## src/rtl/fir_coef_bank_ctrl_pkg.sv

```systemverilog
// fir_pkg: shared types and size derivations for the FIR coefficient bank controller.
package fir_pkg;

  localparam int FIR_COEF_WIDTH = 18;
  localparam int FIR_DSP_NR     = 32;
  localparam int FIR_TM         = 2;
  localparam int FIR_FLUSH_LAT  = 40;

  typedef enum logic [1:0] {
    IDLE       = 2'd0,
    WAIT_FRAME = 2'd1,
    FLUSH      = 2'd2
  } fir_state_e;

  typedef logic signed [FIR_COEF_WIDTH-1:0] fir_coef_t;

  // Ceiling log2 that never returns less than one bit.
  function automatic int clog2_min1(input int n);
    return (n > 1) ? $clog2(n) : 1;
  endfunction

  // Total coefficient count across all TDM slots.
  function automatic int calc_coefs_nr(input int tm, input int dsp_nr);
    return tm * dsp_nr;
  endfunction

  // Width of the TDM slot counter.
  function automatic int calc_cw(input int tm);
    return clog2_min1(tm);
  endfunction

endpackage

```

## src/rtl/fir_coef_bank_ctrl_coef_bank.sv

```systemverilog
// coef_bank: two coefficient banks, one active and one shadow.
// Writes land in the shadow bank; the active bank is presented flattened.
// With FIR_COEF_COPYBACK_EN defined, a swap also copies the set going live
// into the bank leaving service, so the new shadow starts as the running set.
module coef_bank
  import fir_pkg::*;
#(
  parameter int COEF_WIDTH = FIR_COEF_WIDTH,
  parameter int COEFS_NR   = FIR_TM * FIR_DSP_NR,
  parameter int IDXW       = clog2_min1(FIR_TM * FIR_DSP_NR)
) (
  input  logic                           i_clk,
  input  logic                           i_rst_n,
  input  logic                           i_wr_en,
  input  logic [IDXW-1:0]                i_wr_idx,
  input  logic [COEF_WIDTH-1:0]          i_wr_data,
  input  logic                           i_swap,
  input  logic                           i_bank_sel,
  output logic [COEFS_NR*COEF_WIDTH-1:0] o_coefs_active
);

  logic [COEF_WIDTH-1:0] r_bank [2][COEFS_NR];

`ifndef FIR_COEF_COPYBACK_EN
  logic w_unused_swap;
  assign w_unused_swap = i_swap;
`endif

  // Bank storage: shadow writes, optional copy of the incoming set on a swap.
  always_ff @(posedge i_clk or negedge i_rst_n) begin
    if (!i_rst_n) begin
      for (int b = 0; b < 2; b++) begin
        for (int k = 0; k < COEFS_NR; k++) begin
          r_bank[b][k] <= '0;
        end
      end
    end else begin
      if (i_wr_en) begin
        r_bank[~i_bank_sel][i_wr_idx] <= i_wr_data;
      end
`ifdef FIR_COEF_COPYBACK_EN
      if (i_swap) begin
        for (int k = 0; k < COEFS_NR; k++) begin
          r_bank[i_bank_sel][k] <= r_bank[~i_bank_sel][k];
        end
      end
`endif
    end
  end

  // Flatten the active bank onto the output bus.
  always_comb begin
    o_coefs_active = '0;
    for (int k = 0; k < COEFS_NR; k++) begin
      o_coefs_active[k*COEF_WIDTH +: COEF_WIDTH] = r_bank[i_bank_sel][k];
    end
  end

endmodule

```

## src/rtl/fir_coef_bank_ctrl.sv

```systemverilog
// fir_coef_bank_ctrl: double-buffered FIR coefficient bank controller.
// Writes go to the shadow bank while idle. A commit waits for the last TDM
// slot, swaps banks on that edge, then mutes the FIR output for FLUSH_LAT
// cycles and pulses commit_ack. All outputs decode registered state only.
// Build option: FIR_COEF_COPYBACK_EN (see coef_bank).
module fir_coef_bank_ctrl
  import fir_pkg::*;
#(
  parameter int COEF_WIDTH = FIR_COEF_WIDTH,
  parameter int DSP_NR     = FIR_DSP_NR,
  parameter int TM         = FIR_TM,
  parameter int FLUSH_LAT  = FIR_FLUSH_LAT,
  parameter int CW         = calc_cw(TM),
  parameter int AW         = clog2_min1(TM * DSP_NR)
) (
  input  logic                            fir_clk,
  input  logic                            fir_aresetn,
  input  logic [CW-1:0]                   count,
  input  logic                            wr_valid,
  output logic                            wr_ready,
  input  logic [AW-1:0]                   wr_addr,
  input  logic [COEF_WIDTH-1:0]           wr_data,
  input  logic                            commit_req,
  output logic                            commit_ack,
  output logic                            busy,
  output logic                            bank_sel,
  output logic                            mute,
  output logic                            addr_err,
  output logic [TM*DSP_NR*COEF_WIDTH-1:0] coefs_active
);

  localparam int COEFS_NR = calc_coefs_nr(TM, DSP_NR);
  localparam int IDXW     = clog2_min1(COEFS_NR);
  localparam int FCW      = clog2_min1(FLUSH_LAT);
  localparam logic [CW-1:0]  LAST_SLOT  = CW'(TM - 1);
  localparam logic [FCW-1:0] FLUSH_LOAD = FCW'(FLUSH_LAT - 1);

  fir_state_e       r_state;
  fir_state_e       w_next_state;
  logic [FCW-1:0]   r_flush_cnt;
  logic             r_bank_sel;
  logic             r_commit_ack;
  logic             r_addr_err;
  logic             w_wr_fire;
  logic             w_addr_ok;
  logic             w_swap;
  logic             w_flush_done;
  logic [IDXW-1:0]  w_wr_idx;

  // The address bus may be wider than the bank index; anything past the
  // last coefficient is flagged rather than aliased.
  assign w_addr_ok    = (32'(wr_addr) < 32'(COEFS_NR));
  assign w_wr_idx     = wr_addr[IDXW-1:0];
  assign w_wr_fire    = wr_valid && (r_state == IDLE);
  assign w_swap       = (r_state == WAIT_FRAME) && (count == LAST_SLOT);
  assign w_flush_done = (r_state == FLUSH) && (r_flush_cnt == '0);

  // State register.
  always_ff @(posedge fir_clk or negedge fir_aresetn) begin
    if (!fir_aresetn) begin
      r_state <= IDLE;
    end else begin
      r_state <= w_next_state;
    end
  end

  // Next-state logic.
  always_comb begin
    w_next_state = r_state;
    case (r_state)
      IDLE: begin
        if (commit_req) w_next_state = WAIT_FRAME;
        else            w_next_state = IDLE;
      end
      WAIT_FRAME: begin
        if (w_swap) w_next_state = FLUSH;
        else        w_next_state = WAIT_FRAME;
      end
      FLUSH: begin
        if (w_flush_done) w_next_state = IDLE;
        else              w_next_state = FLUSH;
      end
      default: w_next_state = IDLE;
    endcase
  end

  // Output decode from the state register.
  always_comb begin
    wr_ready = 1'b0;
    busy     = 1'b0;
    mute     = 1'b0;
    case (r_state)
      IDLE: begin
        wr_ready = 1'b1;
        busy     = 1'b0;
        mute     = 1'b0;
      end
      WAIT_FRAME: begin
        wr_ready = 1'b0;
        busy     = 1'b1;
        mute     = 1'b0;
      end
      FLUSH: begin
        wr_ready = 1'b0;
        busy     = 1'b1;
        mute     = 1'b1;
      end
      default: begin
        wr_ready = 1'b0;
        busy     = 1'b1;
        mute     = 1'b1;
      end
    endcase
  end

  // Flush countdown, active-bank pointer, completion pulse and sticky address error.
  always_ff @(posedge fir_clk or negedge fir_aresetn) begin
    if (!fir_aresetn) begin
      r_flush_cnt  <= '0;
      r_bank_sel   <= 1'b0;
      r_commit_ack <= 1'b0;
      r_addr_err   <= 1'b0;
    end else begin
      r_commit_ack <= w_flush_done;
      if (w_swap) begin
        r_flush_cnt <= FLUSH_LOAD;
        r_bank_sel  <= ~r_bank_sel;
      end else if ((r_state == FLUSH) && (r_flush_cnt != '0)) begin
        r_flush_cnt <= r_flush_cnt - FCW'(1);
      end
      if (w_flush_done) begin
        r_addr_err <= 1'b0;
      end else if (w_wr_fire && !w_addr_ok) begin
        r_addr_err <= 1'b1;
      end
    end
  end

  assign commit_ack = r_commit_ack;
  assign bank_sel   = r_bank_sel;
  assign addr_err   = r_addr_err;

  coef_bank #(
    .COEF_WIDTH (COEF_WIDTH),
    .COEFS_NR   (COEFS_NR),
    .IDXW       (IDXW)
  ) u_coef_bank (
    .i_clk          (fir_clk),
    .i_rst_n        (fir_aresetn),
    .i_wr_en        (w_wr_fire && w_addr_ok),
    .i_wr_idx       (w_wr_idx),
    .i_wr_data      (wr_data),
    .i_swap         (w_swap),
    .i_bank_sel     (r_bank_sel),
    .o_coefs_active (coefs_active)
  );

endmodule

```

## config.mk

```make
export PLATFORM = sky130hd
export DESIGN_NAME = fir_coef_bank_ctrl
export DESIGN_NICKNAME = d
export VERILOG_FILES = /design/src/rtl/fir_coef_bank_ctrl_pkg.sv /design/src/rtl/fir_coef_bank_ctrl_coef_bank.sv /design/src/rtl/fir_coef_bank_ctrl.sv
export SDC_FILE = /design/constraint.sdc
export NUM_CORES = 2
export LEC_CHECK = 0
export BUFFER_PORTS_ARGS = -buffer_cell sky130_fd_sc_hd__buf_2
export CAP_MARGIN = 40
export CORE_AREA = 2 2 456 458
export DETAILED_ROUTE_END_ITERATION = 7
export DIE_AREA = 0 0 458 460
export PLACE_DENSITY_LB_ADDON = 0.25
export SLEW_MARGIN = 20
export SYNTH_ARGS = -nofsm -noshare
export SYNTH_HDL_FRONTEND = slang
export SYNTH_SLANG_ARGS = --single-unit
```

## constraint.sdc

```tcl
create_clock -name fir_clk -period 3.2 [get_ports fir_clk]
set_input_delay 0.64 -clock fir_clk [delete_from_list [all_inputs] [get_ports fir_clk]]
set_output_delay 0.64 -clock fir_clk [all_outputs]
set_load 0.1 [all_outputs]
```

==> flow_metrics.py <==
metrics = {
    "floorplanning": {
        "initial_utilization_pct": 49.2,
        "ios": 1187,
        "fp.dieArea_um2": 211000,
        "fp.dieH_um": 460,
        "fp.dieW_um": 458,
        "core_area_um2": 206000,
        "num_rows": 167,
    },
    "cts": {
        "cts_buffers": 233,
        "h-tree-depth": 4,
        "cts_tree": "built",
        "clock_path_buffers": 3,
        "path_clk_slew_ps": 60,
        "root_buffer": "clkbuf_16",
        "numClockSinks": 2314,
        "clock_latency_ps": 860,
    },
    "critical_path": {
        "path_delay_family": "buffers and inverters",
        "end_kind": "output pin",
        "path_cells": "buf_12 -> buf_16 -> buf_16 -> mux2_2 -> buf_2",
        "worstReg2RegEnd": "u_coef_bank.r_bank[379]",
        "crit_end": "coefs_active[863]",
        "path_class": "flop to output pin",
        "path_common_cell": "buf_16",
        "crit_cells": 5,
        "path_buf_inv": 4,
        "startpoint": "bank_sel",
        "r2r-start": "bank_sel",
        "r2r_slack_ps": 390,
        "crit_arrival_ps": 2690,
        "crit_path_start_kind": "flop",
        "crit_fanout": 19,
        "ff2ff_path_depth": 6,
        "required_ps": 2560,
        "slowest_stage": "dfrtp_4",
        "slowest_delay_ps": 500,
    },
    "global_route": {
        "grt_start_max_net_pins": 115,
        "overflow": 0,
        "grt_antenna_before_repair": 20,
        "grt_pass1_vias": 64300,
        "grt.total_usage_pct": 30.2,
        "grt_pass1_wl_mm": 462,
    },
    "min_path": {
        "hold_class": "primary input to flop",
        "whs_path_depth": 3,
        "hp-start": "commit_req",
    },
    "power": {
        "combPwrFrac_pct": 38.1,
        "p_sw_share_pct": 40.9,
        "seqPwrFrac_pct": 34.3,
        "clock_power_share_pct": 27.6,
        "irDropWorstVdd_mv": 0.577,
        "p_leak_nw": 64.9,
        "p_per_area_nw_per_um2": 819,
        "p_sw_w": 0.0409,
        "cell_internal_pwr_w": 0.0592,
        "p_total_w": 0.100,
    },
    "placed_design": {
        "dp_hpwl_mm": 217,
        "preCtsSetupSlack_ps": 365,
        "place.gp.congestion": 0.829,
        "port_buffers": 1185,
        "placed_area_um2": 112000,
    },
    "detailed_routing": {
        "firstDrtPassIters": 5,
        "ant_nets": 0,
        "drc": 0,
        "wl_mm": 325,
        "post_drt_wl_per_cell_um": 30.5,
        "vias": 61100,
        "viasPerCell": 5.74,
        "drt_iter0_markers": 3592,
    },
    "timing": {
        "setup_slack_ps": -132,
        "setup_tns_ps": -52300,
        "finClkSkew_ps": 29.0,
        "tightest_slew_ps": 890,
        "min_period_ps": 3330,
        "fin_crit_sh_pct": 104,
        "max_slew_margin_pct": 40.7,
        "setup_violations": 948,
        "holdWs_ps": 175,
        "hold_violations": 0,
        "max_freq_ghz": 0.300,
        "finalMaxSlewViolations": 0,
        "rsz0062_at_grt": "yes",
    },
    "cells_and_area": {
        "multi_input_area_um2": 41000,
        "drive_gt1_share_pct": 68.8,
        "final_nets": 7782,
        "fin_area_um2": 122000,
        "synthToLayoutAreaGrowth_pct": 20.6,
        "final-seq-area_um2": 57900,
        "n_fill_cell": 15800,
    },
    "logic_synthesis": {
        "async_flop_share_pct": 100,
        "synth_nets": 6558,
        "ys_warn_count": 0,
        "synth_edf_count": 0,
        "ys_ff_latch": 2314,
        "ys_seq_area_share_pct": 57.1,
        "synth.avg_cell_area_um2": 15.5,
        "synth_flop_cell": "dfrtp_1",
        "synth_cells": 6527,
        "syn_area_um2": 101000,
        "ys_types": 40,
    },
    "outcome": {
        "outcome": "finished, violations left",
        "violations": "negative setup slack",
    },
    "run": {
        "drv_cap": 0,
    },
}
==> layout by cell type (no fill, tap or decap), types with 7 or more instances in the layout <==
cell type and instances:
mux2_2 3372, dfrtp_1 2313, buf_2 676, buf_4 552
clkbuf_16 250, buf_6 125, buf_12 80, clkbuf_4 80
mux2_4 67, nand3_2 66, clkbuf_8 64, clkbuf_1 63
clkinv_2 34, nor3_4 31, nand3_1 29, buf_16 18
mux2_1 17, diode_2 10, bufinv_16 10, buf_8 8
nand3b_1 7, and3b_1 7
==> cells by family (layout without fill, tap and decap cells) <==
family / after synthesis / after routing / share of synthesized area (%)
muxes: 3462 / 3462 / 38.7
DFF: 2314 / 2314 / 57.1
buffers and inverters: 567 / 1979 / 2.49
and+or+nand+nor: 175 / 175 / 1.62
AOI/OAI and AO/OA: 5 / 5 / 0.0346
adders and majority gates: 2 / 2 / 0.0247
other: 1 / 11 / 0.00370
xor gates and xnor gates: 1 / 1 / 0.00864
==> through the flow <==
step                cells  utilization (%)
finish              10700             59.3
global route        10700             59.3
CTS                 10600             58.5
detailed placement  10200             54.4
global placement    10200             54.3
floorplan            6527                -
==> cell usage after synthesis (all sizes together), types with 2 or more instances <==
| master | count | share of area (%) |
|---|---|---|
| nor3b | 7 | 0.062 |
| inv | 5 | 0.019 |
| nor3 | 35 | 0.50 |
| and3b | 7 | 0.060 |
| dfrtp | 2314 | 57 |
| o21ai | 2 | 0.0099 |
| mux2 | 3456 | 39 |
| ha | 2 | 0.025 |
| and3 | 6 | 0.037 |
| or4b | 2 | 0.023 |
| clkbuf | 385 | 1.4 |
| nand2 | 3 | 0.011 |
| buf | 177 | 1.1 |
| nand3 | 95 | 0.79 |
| mux2i | 6 | 0.059 |
| nand3b | 7 | 0.052 |
| nor2 | 6 | 0.022 |
==> sequential cells by signal, summed over array words and instances, names as in the netlist <==
| register | count |
|---|---|
| bank_sel | 1 |
| r_state | 2 |
| r_flush_cnt | 6 |
| commit_ack | 1 |
| u_coef_bank.r_bank | 2304 |
==> routing by layer <==
layer | share of wire (%) | global-route usage, %
met3 | 6.9 | 8.14
met1 | 40 | 37.9
met4 | 5.6 | 15.0
met2 | 47 | 48.2
met5 | 0 | 0
==> final cells by class <==
cell class	instances	area share (%)
inverters	5	0.0154
repair buffers	1551	9.85
well taps	2704	2.77
multi-input cells	3646	33.6
diodes	10	0.0205
clock buffers	366	5.81
clock inverters	57	0.579
flip-flops and latches	2314	47.4
==> power by group through the flow <==
stage	Sequential, W	Clock (W)	Combinational [W]
after floorplan	0.0342	0	0.0283
after global placement	0.0346	0	0.0358
after global routing	0.0347	0.0293	0.0392
after CTS	0.0343	0.0280	0.0369
final	0.0343	0.0276	0.0382
after detailed placement	0.0349	0	0.0360
==> worst register-to-register path, delay by kind of cell (launching register included) <==
kind,cells,cell delay [ps]
buffers and inverters,3,690
and+or+nand+nor,2,970
DFF,1,500
muxes,1,510
==> worst min-delay path by stage <==
stage / endpoint / slack (ps)
after CTS: r_state[0] / 90
after floorplan: bank_sel / 340
after global placement: u_coef_bank.r_bank[1744] / 470
after detailed placement: u_coef_bank.r_bank[964] / 480
after global routing: r_state[0] / 150
final: r_state[0] / 180
==> what timing repair did <==
action | CTS | global route
gates resized for setup | 237 | 627
hold endpoints to repair | 26 | 0
endpoints found under the setup margin | 1153 | 1099
hold buffers | 1 | 0
buffers inserted | 8 | 2
cloned | 3 | 11
(Power assumes the default switching activity.)
